<file path="src/rtl/dot_product_accumulator.sv">
// Signed dot-product reduction: sums LEN 64-bit products into an ACC_W-bit result
// behind valid/ready handshakes. Define DOT_ACC_SATURATE_EN for saturating adds and s_ovf.
module dot_product_accumulator #(
  parameter int LEN   = 8,
  parameter int ACC_W = 72
) (
  input  logic                    clk,
  input  logic                    rst,
  input  logic                    p_valid,
  input  logic signed [63:0]      p_data,
  output logic                    p_ready,
  input  logic                    clear,
  output logic                    s_valid,
  output logic signed [ACC_W-1:0] s_data,
  input  logic                    s_ready,
  output logic                    s_ovf,
  output logic [7:0]              count
);

  localparam logic [7:0] LAST = 8'(LEN - 1);

  typedef enum logic [1:0] {IDLE, ACC, HOLD} state_t;

  state_t                  state_q, state_d;
  logic signed [ACC_W-1:0] acc_q, acc_d;
  logic [7:0]              count_q, count_d;
  logic                    s_valid_q, s_valid_d;
  logic signed [ACC_W-1:0] s_data_q, s_data_d;

  logic                    accept;
  logic signed [ACC_W-1:0] prod_ext;
  logic signed [ACC_W-1:0] sum_raw;
  logic signed [ACC_W-1:0] sum;
  logic                    add_ovf;

`ifdef DOT_ACC_SATURATE_EN
  logic sticky_q, sticky_d;
  logic s_ovf_q, s_ovf_d;

  // Same-sign operands whose sum flips sign have overflowed.
  function automatic logic detect_ovf(input logic signed [ACC_W-1:0] a,
                                      input logic signed [ACC_W-1:0] b,
                                      input logic signed [ACC_W-1:0] s);
    return (a[ACC_W-1] == b[ACC_W-1]) && (s[ACC_W-1] != a[ACC_W-1]);
  endfunction

  function automatic logic signed [ACC_W-1:0] saturate(input logic signed [ACC_W-1:0] s,
                                                      input logic ovf,
                                                      input logic neg);
    logic signed [ACC_W-1:0] max_v;
    max_v = {1'b0, {(ACC_W-1){1'b1}}};
    if (!ovf) return s;
    return neg ? ~max_v : max_v;
  endfunction
`endif

  assign p_ready  = !rst && !clear && (state_q != HOLD);
  assign accept   = p_valid && p_ready;
  // Size cast of a signed operand sign-extends the product.
  assign prod_ext = ACC_W'(p_data);
  assign sum_raw  = acc_q + prod_ext;

`ifdef DOT_ACC_SATURATE_EN
  assign add_ovf = detect_ovf(acc_q, prod_ext, sum_raw);
  assign sum     = saturate(sum_raw, add_ovf, acc_q[ACC_W-1]);
`else
  assign add_ovf = 1'b0;
  assign sum     = sum_raw;
`endif

  always_comb begin
    state_d   = state_q;
    acc_d     = acc_q;
    count_d   = count_q;
    s_valid_d = s_valid_q;
    s_data_d  = s_data_q;
`ifdef DOT_ACC_SATURATE_EN
    sticky_d  = sticky_q;
    s_ovf_d   = s_ovf_q;
`endif
    if (clear) begin
      acc_d     = '0;
      count_d   = '0;
      s_valid_d = 1'b0;
      state_d   = IDLE;
`ifdef DOT_ACC_SATURATE_EN
      sticky_d  = 1'b0;
`endif
    end else begin
      case (state_q)
        IDLE, ACC: begin
          if (accept) begin
            if (count_q == LAST) begin
              s_data_d  = sum;
              s_valid_d = 1'b1;
              acc_d     = '0;
              count_d   = '0;
              state_d   = HOLD;
`ifdef DOT_ACC_SATURATE_EN
              s_ovf_d   = sticky_q | add_ovf;
              sticky_d  = 1'b0;
`endif
            end else begin
              acc_d   = sum;
              count_d = count_q + 8'd1;
              state_d = ACC;
`ifdef DOT_ACC_SATURATE_EN
              sticky_d = sticky_q | add_ovf;
`endif
            end
          end
        end
        HOLD: begin
          if (s_ready) begin
            s_valid_d = 1'b0;
            state_d   = IDLE;
          end
        end
        default: state_d = IDLE;
      endcase
    end
  end

  always_ff @(posedge clk) begin
    if (rst) begin
      state_q   <= IDLE;
      acc_q     <= '0;
      count_q   <= '0;
      s_valid_q <= 1'b0;
      s_data_q  <= '0;
`ifdef DOT_ACC_SATURATE_EN
      sticky_q  <= 1'b0;
      s_ovf_q   <= 1'b0;
`endif
    end else begin
      state_q   <= state_d;
      acc_q     <= acc_d;
      count_q   <= count_d;
      s_valid_q <= s_valid_d;
      s_data_q  <= s_data_d;
`ifdef DOT_ACC_SATURATE_EN
      sticky_q  <= sticky_d;
      s_ovf_q   <= s_ovf_d;
`endif
    end
  end

  assign s_valid = s_valid_q;
  assign s_data  = s_data_q;
  assign count   = count_q;
`ifdef DOT_ACC_SATURATE_EN
  assign s_ovf   = s_ovf_q;
`else
  assign s_ovf   = 1'b0;
`endif

endmodule

</file>
<file path="config.mk">
export PLATFORM = sky130hd
export DESIGN_NAME = dot_product_accumulator
export DESIGN_NICKNAME = d
export VERILOG_FILES = /design/src/rtl/dot_product_accumulator.sv
export SDC_FILE = /design/constraint.sdc
export NUM_CORES = 1
export LEC_CHECK = 0
export ABC_CLOCK_PERIOD_IN_PS = 4900
export BUFFER_PORTS_ARGS = -buffer_cell sky130_fd_sc_hd__buf_2
export CORE_MARGIN = 8
export CORE_UTILIZATION = 40
export CTS_BUF_LIST = sky130_fd_sc_hd__clkbuf_8 sky130_fd_sc_hd__clkbuf_16
export DETAILED_ROUTE_END_ITERATION = 12
export SLEW_MARGIN = 30
export SYNTH_ARGS = -nofsm -noshare
export SYNTH_HDL_FRONTEND = slang
export SYNTH_SLANG_ARGS = --single-unit
</file>
<file path="constraint.sdc">
create_clock -name clk -period 4.9 [get_ports clk]
set_input_delay 1.225 -clock clk [delete_from_list [all_inputs] [get_ports clk]]
set_output_delay 1.225 -clock clk [all_outputs]
set_load 0.005 [all_outputs]
</file>
# After elaboration in Yosys (flattened, before gate mapping)
# Cells that the tools add are included.
[totals]
ff_bits = 155
in_bits = 69
out_inout_bits = 83
elab_cells = 38
[classes]
addsub = 2
n_eq_ne = 7
n_mux = 10
n_bitwise = 1
n_reduce_logical = 13
[op_table]
columns = ["cell", "n"]
rows = [
  ["$add A72 B64 Y72", 1],
  ["$mux W72", 1],
  ["$add A8 B1 Y8 const B", 1],
  ["$eq A8 B3 Y1 const B", 1],
  ["$mux W8", 1],
  ["$ne A2 B2 Y1 const B", 4],
  ["$reduce_and A4 Y1", 2],
  ["$mux W2", 3],
  ["$pmux W2 S2", 1],
  ["$reduce_and A2 Y1", 2],
  ["$reduce_or A2 Y1", 2],
  ["$logic_and A1 B1 Y1", 3],
  ["$mux W1", 3],
  ["$eq A2 B1 Y1 const B", 1],
  ["$eq A2 B2 Y1 const B", 1],
  ["$logic_not A1 Y1", 2],
  ["$logic_not A2 Y1", 1],
  ["$pmux W1 S2", 1],
  ["$reduce_bool A2 Y1", 1],
  ["$not A1 Y1", 1],
]

# Depth between registers and ports, before layout
[logic_depth]
ltp_word = 6
ltp_mapped = 13
ltp_nobuf = 13

# Worst setup path before layout
# No wires, ideal clock.
[synth_path]
path_type = "input port to flip-flop"
from = "input port p_data[0]"
to = "register acc_q[64]"
setup_ps = 127
t_arrival_ps = 3790
t_required_ps = 4773
slack_ps = 982
stages = 13
path_buffers = 0
cell_sequence = "ha_1 > fa_1 > a21oi_1 > o21ai_0 > a21oi_1 > o21ai_1 > a41oi_1 > a21oi_1 > a21oi_1 > o21ai_1 > a31oi_1 > xor2_1 > o21ai_0"
[synth_via]
elab_chain_len = 2
[synth_lines]
columns = ["item", "line_no", "source"]
rows = [
  ["start, declared", "10", "input logic signed [63:0] p_data,"],
  ["$add A72 B64 Y72", "61", "assign sum_raw = acc_q + prod_ext;"],
  ["$mux W72", "93", "if (count_q == LAST) begin"],
  ["end signal, assigned", "127", "acc_q <= '0;"],
  ["end signal, assigned", "137", "acc_q <= acc_d;"],
  ["end, declared", "25", "logic signed [ACC_W-1:0] acc_q, acc_d;"],
]
# Every way passes these cells.
# A chain may end at the register's enable or synchronous reset.

# Final worst setup path
[layout_path]
from = "input port p_data[0]"
to = "register s_data_q[66], in the netlist s_data[66]"
[layout_via]
elab_chain_len = 1
[layout_lines]
columns = ["item", "line_no", "source"]
rows = [
  ["$add A72 B64 Y72", "61", ""],
  ["end signal, assigned", "140", "s_data_q <= s_data_d;"],
  ["end, declared", "28", "logic signed [ACC_W-1:0] s_data_q, s_data_d;"],
]
# Every way passes these cells.

==> impl_results.md <==
* Final clock skew at 14.2 ps
* Syn Std Cell Area at 9630 um^2
* Clock network latency to the later pin of the worst-skew pair at 430 ps
* Net count reported at finish at 1,474
* Gpl congestion at 0.903
* Peak supply drop at 0.167 mV
* Final-layout setup total negative slack at 0 ps
* Data required time of the worst path at 5250 ps
* EDFF count, synth at 0
* Post-CTS setup buffer count at 0
* Drt drc at 0
* Worst-path fanout max at 5
* Top-Level Pins at 152
* Total routing usage reported by global routing at 20.0%
* # placed instances at 1,632
* Antenna diode count at 0
* Leakage power summed over all cells at 0.00491 uW
* Number of I/O port buffers at 150
* CTS HTree Levels at 4
* Floorplan core area at 23,500 um^2
* Data arrival time of the worst path at 4470 ps
* Library cells used by synthesis at 71
* Number of hold buffers added after CTS at 0
* Worst setup path category: input pin to flop
* Type of destination of the critical path: flop
* Synthesized netlist net count at 1,371
* Number of antenna violations at the first check in global routing at 0
* Clock tree from TritonCTS: yes
* Via count of the first global-routing pass at 9,131
* Number of clock buffers inserted by TritonCTS at 17
* RSZ-0062 raised after global routing: no
* Worst-margin pin slew at 890 ps
* Floorplan die area at 29,300 um^2
* Die outline width at 171 um
* Largest net degree at the start of global routing at 74
* Share of total power in sequential cells at 41.0%
* Effective utilization at floorplan at 40.9%
* Combinational Power Share at 15.7%
* Warnings, synthesis at 0
* Fraction of power consumed by the clock network at 43.3%
* Half-perimeter wire length after placement at 21,700 um
* Most used flip-flop cell after synthesis: dfxtp_1
* Count of endpoints failing hold in the final timing report at 0
* Endpoints failing setup at 0
* Cell Rows at 56
* Wire length of the first global-routing pass at 47,400 um
* Min-Delay Path Class: flop to flop
* Area overhead of the layout relative to synthesis at 16.1%
* Number of instances resized during post-cts repair at 0
* First-pass detailed-route iteration total at 5
* Final cell count without fillers at 1,663
* Instance count of the mapped netlist at 1,229
* Power per standard cell area at 282 nW/um^2
* Period Utilization, post-route at 84.1%
* Sequential element share of the synthesized area at 32.2%
* Fmax achieved at 243 MHz
* Post-detailed-route via-to-cell ratio at 5.57
* MaxCap Viol Count at 0
* DRC violation total after the first TritonRoute iteration at 712
* Slew Viols, Final at 0
* Switching portion of total power at 28.0%
* Ratio of cells with drive above 1 in the final layout at 16.0%
* Share of flip-flops with an asynchronous set or reset after synthesis at 0%
* Post-Route WL at 29,400 um
* Register clock-pin slew on the reported worst setup and hold paths at 70 ps
* Global route total overflow at 0
* Net switching power of the design at 884 uW
* Routed via count at 9,261
* DRT antenna net count at 0
* Rel. slew slack at 40.4%
* CTS Root Cell: clkbuf_16
* Routed wire length per instance at 17.7 um
* Mean instance size in the synthesized netlist at 7.84 um^2
* Die Span Y at 171 um
* Internal power at 2270 uW
* Clock net sink count at 155
* Kind of start point of the critical path: input pin
* Yosys reg bits at 155
* Post-layout min period at 4120 ps
* Result of the run: complete, no violations
* Maximum count of clock buffers along a single path at 2
-- registers in the layout, indices dropped and copies added (netlist names) --
signal / flops
s_valid: 1
state_q: 2
acc_q: 72
s_data: 72
count: 8
-- worst max-delay path, cell delays in order --
cell	delay (ps)
buf_2	100
ha_1	220
fa_1	400
a21oi_1	180
o21ai_0	100
a21oi_1	290
o21ai_1	260
a21oi_1	470
o21ai_1	290
a21oi_1	290
o21ai_0	140
xnor2_1	230
nand2_1	100
a21oi_1	170
-- through the flow --
step	area [um^2]	hold WS, ps	worst slack, ps	total power (uW)	utilization, %
2_1_floorplan	9630	415	982	1670	-
3_3_place_gp	10600	441	511	1810	45.0
3_5_place_dp	10600	443	401	1810	45.0
4_1_cts	11200	453	822	3180	47.5
5_1_grt	11200	474	506	3290	47.5
6_report	11200	448	780	3160	47.5
-- synthesized netlist by cell type, types with 6 or more instances --
library cell  number  area share (%)
a21oi_1          159             8.3
inv_1             20            0.78
o21ai_0           55             2.9
nand2_1          201             7.8
a31oi_1           11            0.71
a21o_1            42             3.3
nor2b_1            6            0.39
nor4b_1            6            0.55
clkbuf_1          60             2.3
nor3_1            18            0.94
nor2_1            94             3.7
xnor2_1           41             3.7
o21bai_1          17             1.3
dfxtp_1          155              32
o21a_1             8            0.62
a22oi_1           37             2.9
a22o_1            28             2.5
buf_2             13            0.68
xor2_1            34             3.1
nand3_1           20             1.0
nand4_1           32             2.1
ha_1              72             9.4
-- final timing paths --
path                            cells past startpoint  slack (ps)                     from                       to
worst min-delay path                                2         450  s_data[42]$_SDFFE_PP0P_  s_data[42]$_SDFFE_PP0P_
worst max register to register                     13        1380    acc_q[0]$_SDFFE_PP0P_  s_data[66]$_SDFFE_PP0P_
worst min register to register                      2         450  s_data[42]$_SDFFE_PP0P_  s_data[42]$_SDFFE_PP0P_
worst max-delay path                               14         780                p_data[0]  s_data[66]$_SDFFE_PP0P_
-- cell type report --
class	count	area (um^2)
inverters	20	75.1
clock buffers	18	439
fillers	2412	12400
clock inverters	13	155
flip-flops and latches	155	3100
multi-input cells	977	6160
well taps	319	399
repair buffers	161	846
-- logic make-up after synthesis --
family / share of synthesized area, %
simple gates: 19.6
compound gates: 27.2
flops: 32.2
buf+inv: 4.00
xor+xnor: 7.07
fa+ha+maj: 9.56
mux: 0.312
other cells: 0.0389
-- cell usage in the layout, fill, tap and decap left out, drive strengths merged, types with 7 or more instances in the layout --
| master | instances |
|---|---|
| nor4b | 7 |
| xor2 | 34 |
| ha | 72 |
| nor2 | 95 |
| a21oi | 161 |
| o21ai | 60 |
| o21bai | 18 |
| a22oi | 37 |
| dfxtp | 155 |
| nand4 | 32 |
| a31oi | 14 |
| xnor2 | 41 |
| o21a | 8 |
| buf | 161 |
| nand3 | 21 |
| or3 | 7 |
| inv | 23 |
| a22o | 28 |
| nor3 | 18 |
| a21o | 42 |
| clkbuf | 18 |
| nand2 | 202 |
-- per-layer routing --
layer | vias to the layer above | wire length, um | global-route usage (%)
met5 | - | 0 | 0
met4 | 0 | 525 | 5.90
met3 | 38 | 1530 | 3.97
met2 | 245 | 14000 | 33.4
met1 | 4347 | 13400 | 25.7
li1 | 4631 | - | -
-- power groups by stage --
stage               registers (uW)  clock network (uW)  logic (uW)
finish                        1290                1370         496
global route                  1300                1440         547
CTS                           1290                1400         494
detailed placement            1320                   0         490
global placement              1320                   0         489
floorplan                     1320                   0         355
Power figures use the tool's default switching activity.
